`config.mk`:
```
export PLATFORM = sky130hd
export DESIGN_NAME = bus_rr_arbiter
export DESIGN_NICKNAME = d
export VERILOG_FILES = /design/src/rtl/bus_arb_pkg.sv /design/src/rtl/bus_rr_picker.sv /design/src/rtl/bus_rr_arbiter.sv
export SDC_FILE = /design/constraint.sdc
export NUM_CORES = 1
export LEC_CHECK = 0
export CAP_MARGIN = 30
export CORE_MARGIN = 2
export CORE_UTILIZATION = 40
export DETAILED_ROUTE_END_ITERATION = 8
export PLACE_DENSITY_LB_ADDON = 0.05
export SLEW_MARGIN = 20
export SYNTH_ARGS = -nofsm -noshare
export SYNTH_HDL_FRONTEND = slang
export SYNTH_SLANG_ARGS = --single-unit
```
`constraint.sdc`:
```
create_clock -name clk_i -period 2 [get_ports clk_i]
set_input_delay 0.4 -clock clk_i [delete_from_list [all_inputs] [get_ports clk_i]]
set_output_delay 0.4 -clock clk_i [all_outputs]
set_load 0.01 [all_outputs]
```
`src/rtl/bus_arb_pkg.sv`:
```
// Shared definitions for the or1420 system-bus round-robin arbiter:
// FSM encoding, default watchdog length and a constant clog2 helper.
package bus_arb_pkg;

  typedef enum logic [1:0] {
    StIdle   = 2'd0,
    StGrant  = 2'd1,
    StActive = 2'd2,
    StAbort  = 2'd3
  } arbState_t;

  localparam int unsigned DefaultTimeoutCycles = 256;

  // Never returns less than 1 so that one-entry vectors still have a bit.
  function automatic int unsigned clog2(input int unsigned value);
    int unsigned result;
    result = 1;
    while ((64'd1 << result) < 64'(value)) begin
      result++;
    end
    return result;
  endfunction

endpackage

```
`src/rtl/bus_rr_picker.sv`:
```
// Combinational round-robin select: first requester at or after last+1,
// searching upward with wrap-around.
module bus_rr_picker
  import bus_arb_pkg::*;
#(
  parameter int unsigned NUM_REQ = 4
) (
  input  logic [NUM_REQ-1:0]          request,
  input  logic [clog2(NUM_REQ)-1:0]   last,
  output logic [NUM_REQ-1:0]          winner,
  output logic [clog2(NUM_REQ)-1:0]   winnerId
);

  localparam int unsigned IdxW = clog2(NUM_REQ);

  logic            found;
  logic [IdxW-1:0] candIdx;
  int              cand;

  always_comb begin
    winner   = '0;
    winnerId = '0;
    found    = 1'b0;
    candIdx  = '0;
    cand     = 0;
    for (int i = 1; i <= int'(NUM_REQ); i++) begin
      cand    = (int'(last) + i) % int'(NUM_REQ);
      candIdx = IdxW'(cand);
      if (!found && request[candIdx]) begin
        found           = 1'b1;
        winner[candIdx] = 1'b1;
        winnerId        = candIdx;
      end
    end
  end

endmodule

```
`src/rtl/bus_rr_arbiter.sv`:
```
// Round-robin owner arbitration for the shared system bus, with a watchdog
// that terminates stalled transactions with a one-cycle bus error.
module bus_rr_arbiter
  import bus_arb_pkg::*;
#(
  parameter int unsigned NUM_REQ        = 4,
  parameter int unsigned TIMEOUT_CYCLES = DefaultTimeoutCycles
) (
  input  logic                        clk_i,
  input  logic                        rst_i,
  input  logic [NUM_REQ-1:0]          request_i,
  output logic [NUM_REQ-1:0]          grant_o,
  output logic [clog2(NUM_REQ)-1:0]   grant_id_o,
  input  logic                        bus_beginTransaction_i,
  input  logic                        bus_endTransaction_i,
  input  logic                        bus_dataValid_i,
  input  logic                        bus_busy_i,
  output logic                        bus_error_o,
  output logic                        bus_endTransaction_o
);

  localparam int unsigned IdxW   = clog2(NUM_REQ);
  localparam int unsigned TimerW = clog2(TIMEOUT_CYCLES);

  localparam logic [TimerW-1:0] TimerMax = TimerW'(TIMEOUT_CYCLES - 1);
  localparam logic [IdxW-1:0]   LastInit = IdxW'(NUM_REQ - 1);

  arbState_t          stateQ;
  logic [TimerW-1:0]  timerQ;
  logic [TimerW-1:0]  timerInc;
  logic               timerDone;
  logic [IdxW-1:0]    lastQ;
  logic [NUM_REQ-1:0] ownerQ;
  logic [NUM_REQ-1:0] pickOh;
  logic [IdxW-1:0]    pickId;
  logic               busActivity;

  bus_rr_picker #(
    .NUM_REQ (NUM_REQ)
  ) uPicker (
    .request  (request_i),
    .last     (lastQ),
    .winner   (pickOh),
    .winnerId (pickId)
  );

  assign timerDone   = (timerQ == TimerMax);
  assign timerInc    = timerDone ? timerQ : timerQ + 1'b1;
  assign busActivity = bus_dataValid_i | bus_busy_i;

  always_ff @(posedge clk_i or posedge rst_i) begin
    if (rst_i) begin
      stateQ               <= StIdle;
      timerQ               <= '0;
      lastQ                <= LastInit;
      ownerQ               <= '0;
      grant_o              <= '0;
      grant_id_o           <= '0;
      bus_error_o          <= 1'b0;
      bus_endTransaction_o <= 1'b0;
    end else begin
      bus_error_o          <= 1'b0;
      bus_endTransaction_o <= 1'b0;

      // The visible grant follows the state register by one edge, which gives
      // the turnaround cycle after release and drops the grant after an abort.
      if (stateQ == StGrant || stateQ == StActive) begin
        grant_o    <= ownerQ;
        grant_id_o <= lastQ;
      end else begin
        grant_o <= '0;
      end

      unique case (stateQ)
        StIdle: begin
          timerQ <= '0;
          if (|request_i) begin
            ownerQ <= pickOh;
            lastQ  <= pickId;
            stateQ <= StGrant;
          end
        end
        StGrant: begin
          if (bus_beginTransaction_i) begin
            timerQ <= '0;
            stateQ <= StActive;
          end else if (!request_i[lastQ]) begin
            stateQ <= StIdle;
          end else if (timerDone) begin
            // A granted master that never begins loses its slot silently.
            stateQ <= StIdle;
          end else begin
            timerQ <= timerInc;
          end
        end
        StActive: begin
          if (bus_endTransaction_i) begin
            stateQ <= StIdle;
          end else if (busActivity) begin
            timerQ <= '0;
          end else if (timerDone) begin
            bus_error_o          <= 1'b1;
            bus_endTransaction_o <= 1'b1;
            stateQ               <= StAbort;
          end else begin
            timerQ <= timerInc;
          end
        end
        StAbort: begin
          timerQ <= '0;
          stateQ <= StIdle;
        end
        default: stateQ <= StIdle;
      endcase
    end
  end

endmodule

```
# After elaboration in Yosys (flattened, before gate mapping)
# Index checks and enable logic that the tools add are counted.
# Widths: inputs -> output; s select.
dict set report totals {
  wordCells 100
  latchBits 0
  rom_bits 0
  mem_bits_rw 0
  mem_count 0
  reg_bits 23
}
dict set report op_classes {
  muxes 48
  n_reduce_logical 17
  mul 0
  n_shift 0
  div 0
  order_cmp 9
  n_bitwise 4
  n_addsub 5
  n_eq_ne 10
}
# cell n
set op_table {}
lappend op_table {{$mux 8} 5}
lappend op_table {{$pmux 8 s3} 1}
lappend op_table {{$mux 2} 11}
lappend op_table {{$mux 4} 5}
lappend op_table {{$mux 1} 16}
lappend op_table {{$lt 2x3->1 const B} 5}
lappend op_table {{$or 4x4->4} 3}
lappend op_table {{$bmux 1 s2} 5}
lappend op_table {{$add 8x1->8 const B} 1}
lappend op_table {{$demux 1 s2} 4}
lappend op_table {{$eq 8x8->1 const B} 1}
lappend op_table {{$ge 2x1->1 const B} 4}
lappend op_table {{$pmux 2 s4} 1}
lappend op_table {{$logic_and 1x1->1} 7}
lappend op_table {{$ne 3x3->1 const B} 2}
lappend op_table {{$add 2x1->2 const B} 2}
lappend op_table {{$add 2x2->2 const B} 2}
lappend op_table {{$eq 2x2->1 const B} 2}
lappend op_table {{$ne 2x2->1 const B} 2}
lappend op_table {{$ne 4x4->1 const B} 1}
lappend op_table {{$reduce_and 2->1} 2}
lappend op_table {{$reduce_and 4->1} 1}
lappend op_table {{$reduce_or 4->1} 1}
lappend op_table {{$logic_not 1->1} 3}
lappend op_table {{other kinds (6)} 6}

# Longest topological paths before layout
dict set report depth {
  ltp_word 13
  ltp_mapped 7
  mapped_depth_nobuf 7
}

# Cells and area by module
# From an unflattened synthesis, not the netlist that was laid out.
dict set report unflattened {
  cells_unflattened 175
  hier_area_um2 1750.4
}
# mod cells_per_inst seq_area_each_um2 area_per_inst_um2 instances
set modules_own_cells {}
lappend modules_own_cells {bus_rr_arbiter 107 578.1 1204.9 1}
lappend modules_own_cells {bus_rr_picker 68 0.0 545.5 1}

# Worst setup path before layout
# Ideal clock, no wire load.
dict set report synth_timing {
  kind {reg-to-reg}
  from {reg lastQ[0]}
  to {reg ownerQ[3]}
  setup_slack_ps -121
  required_time_ps 1874
  path_stages_with_launch 7
  setup_ps 126
  arrival_ps 1995
  n_path_buf 1
  cell_sequence {dfstp_2 buf_4 inv_1 ha_1 o21ai_1 o21ai_0 o32a_1}
}
dict set report synth_between {
  elab_chain_len 13
}
# element line_no
set synth_lines {}
lappend synth_lines {{start: declaration} bus_rr_arbiter.sv:32} ;# logic [IdxW-1:0] lastQ;
lappend synth_lines {{start signal: assignment} bus_rr_arbiter.sv:55} ;# lastQ <= LastInit;
lappend synth_lines {{start signal: assignment} bus_rr_arbiter.sv:79} ;# lastQ <= pickId;
lappend synth_lines {{branches (longest 12 deep; another with $lt 2x3->1)} n/a}
lappend synth_lines {{$mux 4 *} bus_rr_picker.sv:29} ;# if (!found && request[candIdx]) begin
lappend synth_lines {{end signal: assignment} bus_rr_arbiter.sv:78} ;# ownerQ <= pickOh;
lappend synth_lines {{end: declaration} bus_rr_arbiter.sv:33} ;# logic [NUM_REQ-1:0] ownerQ;
# Every way passes the cells marked *. The select of a mux whose other input is x is not followed.
# A chain may end at the register's enable or synchronous reset.

# Worst setup path after layout
dict set report layout_timing {
  from {reg lastQ[1]}
  to {reg stateQ[1]}
}
dict set report layout_between {
  elab_chain_len 5
}
# element line_no
set layout_lines {}
lappend layout_lines {{$bmux 1 s2 *} bus_rr_arbiter.sv:87} ;# end else if (!request_i[lastQ]) begin
lappend layout_lines {{$mux 1 (not written as such) *} bus_rr_arbiter.sv:87}
lappend layout_lines {{$mux 2} bus_rr_arbiter.sv:87}
lappend layout_lines {{$mux 2} bus_rr_arbiter.sv:84} ;# if (bus_beginTransaction_i) begin
lappend layout_lines {{$pmux 2 s4} bus_rr_arbiter.sv:74} ;# unique case (stateQ)
lappend layout_lines {{end signal: assignment} bus_rr_arbiter.sv:86} ;# stateQ <= StActive;
lappend layout_lines {{end signal: assignment} bus_rr_arbiter.sv:88} ;# stateQ <= StIdle;
lappend layout_lines {{end signal: assignment} bus_rr_arbiter.sv:91} ;# stateQ <= StIdle;
lappend layout_lines {{end: declaration} bus_rr_arbiter.sv:28} ;# arbState_t stateQ;
# Mark *: on every way between the ends. The rest lies on a longest branch, timed or not. The select of a mux whose other input is x is not followed.

==> metrics <==
run status finished, violations left; failing checks setup timing; Die X 67.2 um; Clock Path Buffers 2; CP bufs+invs 0; DR WL/cell 14.2 um; family with the most delay on the worst path multiplexers; Skew-Pair Late Insertion Delay roughly 0.26 ns; YS warnings 0; R2R setup slack -0.007 ns; Pwr Density 1320 mW/mm^2; worst path required time roughly 2.2 ns; crit-path cells mux4_2, nor3b_4, a211oi_2, mux2_4; worst min path class in2async; core area 0.00374 mm^2; Async SR Flop Fraction 100%; Worst Path Arrival 2.16 ns; DR vias 1,344; Std-Cell Rows 22; share of power burned in registers around a quarter; reg2reg start lastQ[1]$_DFFE_PP1P_; post-synthesis sequential area ratio 36.2%; final WL 3.66 mm; Placement Setup Slack -0.333 ns; DR DRC count 0; port bufs 17; Die ar. approximately 0.0045 mm^2; I/O pin count 18; Largest stage delay, worst path 0.57 ns; Mapped Cells around 170; Total GRT Usage 17.8%; CTS sink cnt 23; largest net degree at the start of global routing 24; initial core utilization 42.6%; commonest cells after routing, fill and taps aside 29 x buf_4, 21 x dfrtp_1, 14 x nor2_1; static leakage approximately 1 nW; clock share of power 10.6%; worst setup path category reg2reg; height of the die 67.2 um; Final Critical Period 2.01 ns; Mapped Area 0.00160 mm^2; Switching Share 38.8%; antenna violations before repair 0; vias in the first global route 1,351; Levels on crit path 4; GP Congestion between 0.7 and 0.8; Antenna Nets Post-Route 0; Setup violations, final 1; Worst Slack Setup Final -0.00713 ns; CTS clk-pin slew, worst paths 0.09 ns; count of nets after finishing 233; peak supply drop 0.000639 V; most common cell after layout, fill and taps aside buf_4; Synth Flop Type dfrtp_1; switching power 1.07 mW; share of layout cells above drive strength 1 24.3%; Final Cell Area 0.00209 mm^2; Post-CTS Hold Buffers 0; R2R depth 4; CP max-delay cell dfstp_2; crit path capture type flip-flop; Via density roughly 5.2; CTS buffer count 3; Slew @ Worst Pin roughly 0.44 ns; final core occ 55.7%; Max-Cap Viols 0; Fin. Hold Viols 0; CTS tree built; combinational share of power 63.1%; H-tree Lvls 1; first-pass GRT wire length 6.15 mm; Post-synth EDFFs 0; synth unique cells 46; clk_skew 0.00722 ns; Syn Nets 189; area grow syn2layout 30.6%; FF-to-FF End stateQ[1]$_DFFE_PP0P_; Post-Syn Area per Cell about 9.6 um^2; Remaining Overflow, GRT 0; antenna cells 0; Worst slew margin a little over two thirds; Post-DP Area 0.00196 mm^2; unrepaired setup endpoints after global routing yes; CP Max Fanout 4; Final Max Slew Viols 0; Clock Root Buffer clkbuf_8; Seq cells post-synth 23; CP Launch Type flip-flop; HPWL Detailed 2.74 mm; P_int around 1.7 mW; highest clock rate 498 MHz; crit share post-route 100%; DR pass1 iterations 4; DRT iter0 DRCs 54
==> registers in the layout, summed over array words and instances (netlist names) <==
name,count
stateQ,2
lastQ,2
bus_endTransaction_o,1
grant_o,4
grant_id_o,2
timerQ,8
ownerQ,4
==> worst min-delay path: cells and delay by family <==
family | cells | cell delay (ns)
buffers and inverters | 3 | 0.72
==> stage by stage <==
step	setup TNS, ns	cells	power, mW	hold slack [ns]
global placement	-2.69	247	2.30	0.474
floorplan	0	167	1.76	0.400
detailed placement	-3.19	247	2.34	0.478
finish	-0.00713	258	2.76	0.461
global route	-0.0599	258	2.99	0.486
CTS	-0.0114	253	2.66	0.480
==> layout make-up <==
type	count	area [um^2]
Clock buffer	3	41.3
Clock inverter	1	5.00
Fill cell	351	1660
Inverter	10	37.5
Multi-Input combinational cell	126	965
Sequential cell	23	578
Tap cell	48	60.1
Timing Repair Buffer	47	399
==> how the worst max path moves through the flow <==
stage	slack, ns	to	from
global route	-0.06	stateQ[1]$_DFFE_PP0P_	lastQ[1]$_DFFE_PP1P_
CTS	-0.01	stateQ[1]$_DFFE_PP0P_	lastQ[1]$_DFFE_PP1P_
finish	-0.007	stateQ[1]$_DFFE_PP0P_	lastQ[1]$_DFFE_PP1P_
floorplan	0.03	stateQ[1]$_DFFE_PP0P_	lastQ[1]$_DFFE_PP1P_
global placement	-0.26	ownerQ[3]$_DFFE_PP0P_	request_i[0]
detailed placement	-0.33	stateQ[1]$_DFFE_PP0P_	request_i[3]
==> synthesized netlist by cell type, types with 2 or more instances <==
| cell type | count | area share (%) |
|---|---|---|
| mux2i_1 | 5 | 3.1 |
| nand3_1 | 4 | 1.3 |
| a31oi_1 | 4 | 1.6 |
| ha_1 | 12 | 9.4 |
| mux2_2 | 3 | 2.1 |
| o32a_1 | 3 | 1.9 |
| nor3_1 | 4 | 1.3 |
| and3b_1 | 2 | 1.1 |
| and3_1 | 6 | 2.4 |
| buf_2 | 2 | 0.63 |
| o21ai_0 | 5 | 1.6 |
| buf_4 | 3 | 1.4 |
| nand3b_1 | 2 | 0.94 |
| a21oi_1 | 10 | 3.1 |
| nand2b_1 | 4 | 1.6 |
| dfrtp_1 | 21 | 33 |
| and2_1 | 8 | 3.1 |
| xnor2_1 | 5 | 2.7 |
| inv_1 | 10 | 2.4 |
| mux4_2 | 2 | 2.8 |
| dfstp_2 | 2 | 3.3 |
| nor2_1 | 14 | 3.3 |
| buf_6 | 2 | 1.4 |
| nand2_1 | 12 | 2.8 |
==> layer usage <==
metal  track usage, %  wire, um  up-vias
li1                 -         -      675
met1             21.6      1690      653
met2             33.2      1880       14
met3             2.17        60        2
met4             4.59        27        0
met5                0         0        -
==> power groups by stage <==
stage / Sequential [mW] / Combinational, mW / Clock (mW)
3_3_place_gp: 0.749 / 1.55 / 0
5_1_grt: 0.751 / 1.92 / 0.316
4_1_cts: 0.743 / 1.62 / 0.295
6_report: 0.726 / 1.74 / 0.292
2_1_floorplan: 0.763 / 0.996 / 0
3_5_place_dp: 0.754 / 1.58 / 0
==> logic make-up (layout without fill, tap and decap cells) <==
logic type,after synthesis,count (layout),share of synthesized area (%)
buffers and inverters,18,61,6.03
muxes,11,11,8.78
xor gates and xnor gates,6,6,3.29
AOI/OAI and AO/OA,33,33,14.0
DFF,23,23,36.2
and+or+nand+nor,64,64,22.3
adders and majority gates,12,12,9.40
==> repair_timing <==
action / 4_1_cts / 5_1_grt
buffers inserted: 2 / 5
gates resized for setup: 1 / 11
endpoints found under the setup margin: 3 / 13
pin swaps: 0 / 2
gates cloned: 0 / 0
(Power assumes the default switching activity.)
